`src/rtl/pipe_hazard_ctrl_if.sv`:
```
// Hazard-control bundle between the pipeline datapath and pipe_hazard_ctrl.
// The master side (datapath) reports memory/hazard events and consumes the
// per-stage enables, flushes, PC write enable and performance counters.
interface pipe_hazard_ctrl_if #(
    parameter int CNTW = 16
);
    // Hazard and memory events reported by the pipeline
    logic            ihit;
    logic            dhit;
    logic            dmemREN;
    logic            dmemWEN;
    logic            loaduse;
    logic            branch_taken;
    logic            halt_wb;

    // Pipeline register controls
    logic            en_ifid;
    logic            en_idex;
    logic            en_exmem;
    logic            en_memwb;
    logic            fl_ifid;
    logic            fl_idex;
    logic            fl_exmem;
    logic            fl_memwb;
    logic            pc_en;
    logic            halted;

    // Performance visibility
    logic [CNTW-1:0] stall_cnt;
    logic [CNTW-1:0] flush_cnt;

    modport master (
        output ihit, dhit, dmemREN, dmemWEN, loaduse, branch_taken, halt_wb,
        input  en_ifid, en_idex, en_exmem, en_memwb,
        input  fl_ifid, fl_idex, fl_exmem, fl_memwb,
        input  pc_en, halted, stall_cnt, flush_cnt
    );

    modport slave (
        input  ihit, dhit, dmemREN, dmemWEN, loaduse, branch_taken, halt_wb,
        output en_ifid, en_idex, en_exmem, en_memwb,
        output fl_ifid, fl_idex, fl_exmem, fl_memwb,
        output pc_en, halted, stall_cnt, flush_cnt
    );
endinterface

```
`src/rtl/pipe_hazard_ctrl.sv`:
```
// Pipeline hazard controller for a 5-stage pipeline.
// Arbitrates halt, data-memory wait, branch redirect, load-use and
// instruction-memory wait into per-stage enable/flush controls and the PC
// write enable. Controls are combinational (zero latency) from state and
// inputs; the squash flag and saturating stall/flush counters are registered.
module pipe_hazard_ctrl #(
    parameter int CNTW = 16
) (
    input  logic              CLK,
    input  logic              RST,
    pipe_hazard_ctrl_if.slave hz
);

    typedef enum logic [0:0] {
        ST_RUN    = 1'b0,
        ST_HALTED = 1'b1
    } state_t;

    localparam logic [CNTW-1:0] CNT_MAX = {CNTW{1'b1}};
    localparam logic [CNTW-1:0] CNT_ONE = {{(CNTW-1){1'b0}}, 1'b1};

    // Saturating increment: holds at all-ones instead of wrapping.
    function automatic logic [CNTW-1:0] sat_inc(input logic [CNTW-1:0] v);
        logic [CNTW-1:0] r;
        if (v == CNT_MAX) begin
            r = v;
        end else begin
            r = v + CNT_ONE;
        end
        return r;
    endfunction

    state_t          state_q;
    state_t          state_d;
    logic            squash_q;
    logic            squash_d;
    logic [CNTW-1:0] stall_q;
    logic [CNTW-1:0] stall_d;
    logic [CNTW-1:0] flush_q;
    logic [CNTW-1:0] flush_d;

    // Ungated control decisions (before reset masking)
    logic en_ifid_s;
    logic en_idex_s;
    logic en_exmem_s;
    logic en_memwb_s;
    logic fl_ifid_s;
    logic fl_idex_s;
    logic fl_exmem_s;
    logic fl_memwb_s;
    logic pc_en_s;
    logic halted_s;
    logic redirect_s;
    logic stall_cyc_s;
    logic dstall_s;

    // A data access that has not completed freezes the whole pipeline.
    assign dstall_s = (hz.dmemREN | hz.dmemWEN) & ~hz.dhit;

    // State, squash flag and counter registers.
    always_ff @(posedge CLK or posedge RST) begin
        if (RST) begin
            state_q  <= ST_RUN;
            squash_q <= 1'b0;
            stall_q  <= {CNTW{1'b0}};
            flush_q  <= {CNTW{1'b0}};
        end else begin
            state_q  <= state_d;
            squash_q <= squash_d;
            stall_q  <= stall_d;
            flush_q  <= flush_d;
        end
    end

    // Priority arbitration of hazards into stage controls and next state.
    always_comb begin
        en_ifid_s  = 1'b1;
        en_idex_s  = 1'b1;
        en_exmem_s = 1'b1;
        en_memwb_s = 1'b1;
        fl_ifid_s  = 1'b0;
        fl_idex_s  = 1'b0;
        fl_exmem_s = 1'b0;
        fl_memwb_s = 1'b0;
        pc_en_s    = 1'b1;
        halted_s   = 1'b0;
        redirect_s = 1'b0;
        state_d    = state_q;
        squash_d   = squash_q;

        case (state_q)
            ST_RUN: begin
                if (hz.halt_wb) begin
                    // Halt reached WB: freeze everything and park.
                    en_ifid_s  = 1'b0;
                    en_idex_s  = 1'b0;
                    en_exmem_s = 1'b0;
                    en_memwb_s = 1'b0;
                    pc_en_s    = 1'b0;
                    state_d    = ST_HALTED;
                end else if (dstall_s) begin
                    // Full freeze; branch/load-use are re-evaluated once the
                    // access completes because EX/ID contents are held.
                    en_ifid_s  = 1'b0;
                    en_idex_s  = 1'b0;
                    en_exmem_s = 1'b0;
                    en_memwb_s = 1'b0;
                    pc_en_s    = 1'b0;
                end else if (hz.branch_taken) begin
                    // Redirect: kill the two younger instructions, PC loads
                    // the target. A fetch still outstanding was issued for
                    // the old PC and must be discarded when it returns.
                    fl_ifid_s  = 1'b1;
                    fl_idex_s  = 1'b1;
                    redirect_s = 1'b1;
                    squash_d   = ~hz.ihit;
                end else if (hz.loaduse) begin
                    // Hold IF/ID and PC, insert one bubble into ID/EX.
                    en_ifid_s  = 1'b0;
                    fl_idex_s  = 1'b1;
                    pc_en_s    = 1'b0;
                end else if (!hz.ihit) begin
                    // Fetch not ready: bubble into ID, older stages drain.
                    fl_ifid_s  = 1'b1;
                    pc_en_s    = 1'b0;
                end else if (squash_q) begin
                    // Returning fetch belongs to the pre-redirect PC: drop it
                    // and keep the PC at the target so it is refetched.
                    fl_ifid_s  = 1'b1;
                    pc_en_s    = 1'b0;
                    squash_d   = 1'b0;
                end else begin
                    // Normal advance (defaults).
                    pc_en_s    = 1'b1;
                end
            end
            ST_HALTED: begin
                en_ifid_s  = 1'b0;
                en_idex_s  = 1'b0;
                en_exmem_s = 1'b0;
                en_memwb_s = 1'b0;
                pc_en_s    = 1'b0;
                halted_s   = 1'b1;
                state_d    = ST_HALTED;
            end
            default: begin
                en_ifid_s  = 1'b0;
                en_idex_s  = 1'b0;
                en_exmem_s = 1'b0;
                en_memwb_s = 1'b0;
                pc_en_s    = 1'b0;
                state_d    = ST_RUN;
                squash_d   = 1'b0;
            end
        endcase
    end

    // Stall cycles are RUN cycles where the PC does not advance.
    assign stall_cyc_s = (state_q == ST_RUN) & ~pc_en_s;

    // Saturating performance counter updates.
    always_comb begin
        if (stall_cyc_s) begin
            stall_d = sat_inc(stall_q);
        end else begin
            stall_d = stall_q;
        end
        if (redirect_s) begin
            flush_d = sat_inc(flush_q);
        end else begin
            flush_d = flush_q;
        end
    end

    // Force every control low while reset is held so nothing moves.
    always_comb begin
        if (RST) begin
            hz.en_ifid  = 1'b0;
            hz.en_idex  = 1'b0;
            hz.en_exmem = 1'b0;
            hz.en_memwb = 1'b0;
            hz.fl_ifid  = 1'b0;
            hz.fl_idex  = 1'b0;
            hz.fl_exmem = 1'b0;
            hz.fl_memwb = 1'b0;
            hz.pc_en    = 1'b0;
            hz.halted   = 1'b0;
        end else begin
            hz.en_ifid  = en_ifid_s;
            hz.en_idex  = en_idex_s;
            hz.en_exmem = en_exmem_s;
            hz.en_memwb = en_memwb_s;
            hz.fl_ifid  = fl_ifid_s;
            hz.fl_idex  = fl_idex_s;
            hz.fl_exmem = fl_exmem_s;
            hz.fl_memwb = fl_memwb_s;
            hz.pc_en    = pc_en_s;
            hz.halted   = halted_s;
        end
    end

    assign hz.stall_cnt = stall_q;
    assign hz.flush_cnt = flush_q;

endmodule

```
`src/flat_wrapper.sv`:
```
// flat-port wrapper written by rule: the top's interface ports become plain ports
module pipe_hazard_ctrl_flat 
#(
    parameter int CNTW = 16
)
  (CLK, RST, hz_ihit, hz_dhit, hz_dmemREN, hz_dmemWEN, hz_loaduse, hz_branch_taken, hz_halt_wb, hz_en_ifid, hz_en_idex, hz_en_exmem, hz_en_memwb, hz_fl_ifid, hz_fl_idex, hz_fl_exmem, hz_fl_memwb, hz_pc_en, hz_halted, hz_stall_cnt, hz_flush_cnt);
  pipe_hazard_ctrl_if #(.CNTW(CNTW)) hz_i ();
  input  logic CLK;
  input  logic RST;
  input wire logic [$bits(hz_i.ihit)-1:0] hz_ihit;
  input wire logic [$bits(hz_i.dhit)-1:0] hz_dhit;
  input wire logic [$bits(hz_i.dmemREN)-1:0] hz_dmemREN;
  input wire logic [$bits(hz_i.dmemWEN)-1:0] hz_dmemWEN;
  input wire logic [$bits(hz_i.loaduse)-1:0] hz_loaduse;
  input wire logic [$bits(hz_i.branch_taken)-1:0] hz_branch_taken;
  input wire logic [$bits(hz_i.halt_wb)-1:0] hz_halt_wb;
  output wire logic [$bits(hz_i.en_ifid)-1:0] hz_en_ifid;
  output wire logic [$bits(hz_i.en_idex)-1:0] hz_en_idex;
  output wire logic [$bits(hz_i.en_exmem)-1:0] hz_en_exmem;
  output wire logic [$bits(hz_i.en_memwb)-1:0] hz_en_memwb;
  output wire logic [$bits(hz_i.fl_ifid)-1:0] hz_fl_ifid;
  output wire logic [$bits(hz_i.fl_idex)-1:0] hz_fl_idex;
  output wire logic [$bits(hz_i.fl_exmem)-1:0] hz_fl_exmem;
  output wire logic [$bits(hz_i.fl_memwb)-1:0] hz_fl_memwb;
  output wire logic [$bits(hz_i.pc_en)-1:0] hz_pc_en;
  output wire logic [$bits(hz_i.halted)-1:0] hz_halted;
  output wire logic [$bits(hz_i.stall_cnt)-1:0] hz_stall_cnt;
  output wire logic [$bits(hz_i.flush_cnt)-1:0] hz_flush_cnt;
  assign hz_i.ihit = hz_ihit;
  assign hz_i.dhit = hz_dhit;
  assign hz_i.dmemREN = hz_dmemREN;
  assign hz_i.dmemWEN = hz_dmemWEN;
  assign hz_i.loaduse = hz_loaduse;
  assign hz_i.branch_taken = hz_branch_taken;
  assign hz_i.halt_wb = hz_halt_wb;
  assign hz_en_ifid = hz_i.en_ifid;
  assign hz_en_idex = hz_i.en_idex;
  assign hz_en_exmem = hz_i.en_exmem;
  assign hz_en_memwb = hz_i.en_memwb;
  assign hz_fl_ifid = hz_i.fl_ifid;
  assign hz_fl_idex = hz_i.fl_idex;
  assign hz_fl_exmem = hz_i.fl_exmem;
  assign hz_fl_memwb = hz_i.fl_memwb;
  assign hz_pc_en = hz_i.pc_en;
  assign hz_halted = hz_i.halted;
  assign hz_stall_cnt = hz_i.stall_cnt;
  assign hz_flush_cnt = hz_i.flush_cnt;
  pipe_hazard_ctrl #(.CNTW(CNTW)) u_core (.CLK(CLK), .RST(RST), .hz(hz_i));
endmodule
```
`config.mk`:
```
export PLATFORM = sky130hd
export DESIGN_NAME = pipe_hazard_ctrl_flat
export DESIGN_NICKNAME = d
export VERILOG_FILES = /design/src/rtl/pipe_hazard_ctrl_if.sv /design/src/rtl/pipe_hazard_ctrl.sv /design/src/flat_wrapper.sv
export SDC_FILE = /design/constraint.sdc
export NUM_CORES = 1
export LEC_CHECK = 0
export BUFFER_PORTS_ARGS = -buffer_cell sky130_fd_sc_hd__buf_2
export CAP_MARGIN = 20
export CORE_ASPECT_RATIO = 1.2
export CORE_UTILIZATION = 40
export CTS_CLUSTER_DIAMETER = 200
export DETAILED_ROUTE_END_ITERATION = 6
export PLACE_DENSITY = 0.7
export SLEW_MARGIN = 15
export SYNTH_ARGS = -nofsm -noshare
export SYNTH_HDL_FRONTEND = slang
export SYNTH_SLANG_ARGS = --single-unit
```
`constraint.sdc`:
```
create_clock -name CLK -period 2.1 [get_ports CLK]
set_clock_uncertainty 0.2 [all_clocks]
set_input_delay 0.105 -clock CLK [delete_from_list [all_inputs] [get_ports CLK]]
set_output_delay 0.105 -clock CLK [all_outputs]
set_load 0.03 [all_outputs]
```
==> impl_metrics.py <==
metrics = {
    "setup_path": {
        "crit_type": "register to register",
        "crit_fanout": 6,
        "cp.required_ns": 2.08,
        "worstSetupEndpointType": "register",
        "cp_top_family": "simple AND/OR/NAND/NOR gates",
        "max_stage_delay_ns": 0.38,
        "cp.arrival_ns": 2.00,
        "cpMaxStageDelayCell": "dfrtp_2",
        "worstPathCellList": "ha_1, and4_2, nand4_2, o211ai_4, buf_2, nor2b_1, xor2_1",
        "critPathLaunchType": "register",
        "cp_num_buf_inv": 1,
    },
    "logic_synthesis": {
        "ys_warn_count": 0,
        "synth-async-reset-ratio_pct": 100,
        "synth-seq-area-share_pct": 47.4,
        "yosys_register_bits": 34,
        "synth_edf_count": 0,
        "synth_area_sq_um": 1800,
        "synth_ff_type": "dfrtp_1",
        "ys_types": 39,
        "synth.avg_cell_area_sq_um": 10.7,
        "synth_cells": 168,
    },
    "cts": {
        "clock_sinks": 34,
        "cts_tree": "done",
        "htree_levels": 2,
        "cts_root_buffer": "clkbuf_8",
        "path_clk_slew_ns": 0.07,
        "clock_latency_ns": 0.30,
        "cts_max_path_buffers": 2,
        "cts_buffers": 5,
    },
    "global_route": {
        "grt_pass1_vias": 1396,
        "top_usage_layer": "met2",
        "gr-usage-met3_pct": 4.64,
        "grt.total_usage_pct": 17.3,
        "grt_pass1_wl_mm": 6.26,
        "grt_max_degree": 24,
        "use_met1_pct": 19.2,
        "met2_usage_pct": 31.4,
        "grt_antenna_before_repair": 0,
        "grt_overflow": 0,
    },
    "timing": {
        "setup_viol": 0,
        "worst_slew_margin_rel_pct": 65.8,
        "drv_slew": 0,
        "fin_crit_sh_pct": 96.1,
        "max_freq_ghz": 0.495,
        "worst_pin_slew_ns": 0.513,
        "final_hold_viol_count": 0,
        "fin_crit_ns": 2.02,
    },
    "routing": {
        "drt_iter0_drc": 64,
        "ant_nets": 0,
        "wl_per_cell_microns": 12.9,
        "wl_mm": 3.71,
        "drc": 0,
        "vias_per_cell": 4.97,
        "dr.pass1.iters": 4,
        "num_vias": 1431,
    },
    "run_status": {
        "status": "finished clean",
    },
    "layout": {
        "multi_input_area_sq_um": 906,
        "diodes": 0,
        "instances_no_fill": 288,
        "seqCellArea_sq_um": 853,
        "design_area_sq_um": 2340,
        "drive_gt1_share_pct": 35.3,
        "syn2layout_area_growth_pct": 30.5,
        "fin_nets": 242,
        "fillers": 408,
    },
    "place": {
        "placed_cell_area_sq_um": 2110,
        "dp_hpwl_mm": 2.71,
        "io_buffer_count": 48,
        "gp_congestion": 0.769,
        "dp_cells": 271,
    },
    "die": {
        "dieArea_sq_um": 4760,
        "io_pins": 51,
        "die_w_microns": 63.2,
        "num_rows": 26,
        "start_util_pct": 41.8,
        "core-area_sq_um": 4290,
        "dieHeight_microns": 75.4,
    },
    "pwr": {
        "power_w": 0.00149,
        "power_density_nw_per_um2": 635,
        "p_leak_nw": 1.27,
        "irDropWorstVdd_mv": 0.374,
    },
    "run": {
        "max_cap_violations": 0,
    },
    "worst_hold_path": {
        "min_path_type": "input pin to register",
    },
}
[final cells by class]
cell class / count / share of cell area [%]
clock buffers: 6 / 3.53
repair buffers: 59 / 14.5
well taps: 56 / 2.99
clock inverters: 2 / 2.56
flip-flops and latches: 34 / 36.4
multi-input cells: 123 / 38.7
inverters: 8 / 1.28
[worst min-delay path, cell delays in order]
cell,delay (ns)
buf_2,0.11
inv_1,0.05
o21ai_0,0.14
o32a_1,0.13
[through the flow]
step,setup TNS (ns),util (%),hold WS (ns),worst slack [ns]
floorplan,0,-,0.0465,0.0576
global placement,0,49.2,-0.0139,0.142
detailed placement,0,49.2,-0.00402,0.0922
CTS,0,53.3,0.0799,0.0352
global route,-0.0145,54.5,0.105,-0.00785
finish,0,54.5,0.0841,0.0818
[logic make-up (layout without fill, tap and decap cells)]
group / after synthesis / in the layout / synth area share (%)
multiplexers: 5 / 5 / 3.07
adder cells (fa/ha/maj): 2 / 2 / 1.39
buffers and inverters: 12 / 75 / 3.35
AND/OR/NAND/NOR: 72 / 72 / 22.0
other: 1 / 2 / 0.209
XOR/XNOR: 27 / 27 / 13.2
AO/OA/AOI/OAI: 15 / 15 / 9.41
flip-flops: 34 / 34 / 47.4
[cells in the final DEF (no fill, tap or decap), drive strengths merged]
cell         count
dfrtp           34
a21oi            1
conb             2
nor3             5
a2111oi          1
o2111ai          1
o211ai           3
mux2             4
mux2i            1
inv              8
a31o             1
a31oi            1
o21a             4
dlygate4sd3      3
nand2           17
buf             56
nand4            7
xor2            17
and3             8
nand2b           1
nand3            9
xnor2           10
ha               2
nor3b            3
clkbuf           6
o21bai           1
and4b            1
bufinv           2
and2             2
and4             1
o21ai            1
nor2b            1
o32a             1
nor2            17
[state kept, by name, indices dropped and copies added (netlist names)]
name / flops
u_core.squash_q: 1
u_core.hz.stall_cnt: 16
u_core.hz.flush_cnt: 16
u_core.state_q: 1
[timing repair]
item,CTS,global route
endpoints found under the setup margin,0,6
setup buffers,0,6
resized for setup,0,4
hold buffers,3,0
endpoints found under the hold margin,13,0
[cells in the mapped netlist, types with 2 or more instances]
cell type  instances  area [sq um]
buf_4              4          30.0
and2_1             2          12.5
nor3_1             3          15.0
xor2_1            17           149
o21a_1             4          30.0
ha_1               2          25.0
nand2_1           17          63.8
and3_1             8          50.1
dfrtp_1           34           851
nor3_2             2          20.0
mux2_1             3          33.8
xnor2_1           10          87.6
nor2_1            17          63.8
inv_1              8          30.0
nand3_1            8          40.0
nand4_1            6          37.5
[power breakdown]
| group | internal (W) | switching [W] | leakage, nW |
|---|---|---|---|
| sequential | 0.000657 | 0.00000381 | 0.461 |
| clock | 0.000506 | 0.000255 | 0.0714 |
| combinational | 0.0000223 | 0.0000423 | 0.735 |
[layer usage]
metal	vias to the layer above	routed length (microns)
li1	700	-
met1	694	1590
met2	32	1930
met3	5	146
met4	0	49
met5	-	0
[worst paths after layout]
check / cells after the start / startpoint / slack (ns) / endpoint
min in group asynchronous: 3 / RST / 0.21 / u_core.hz.stall_cnt[12]
worst min register to register: 1 / u_core.hz.stall_cnt[7] / 0.29 / u_core.hz.stall_cnt[7]
worst max register to register: 7 / u_core.hz.stall_cnt[1] / 0.08 / u_core.hz.stall_cnt[3]
max in group asynchronous: 4 / RST / 0.99 / u_core.hz.flush_cnt[14]
worst min-delay path: 4 / hz_loaduse / 0.08 / u_core.squash_q
worst max-delay path: 7 / u_core.hz.stall_cnt[1] / 0.08 / u_core.hz.stall_cnt[3]
No activity file was read; power rests on OpenSTA's default activity.
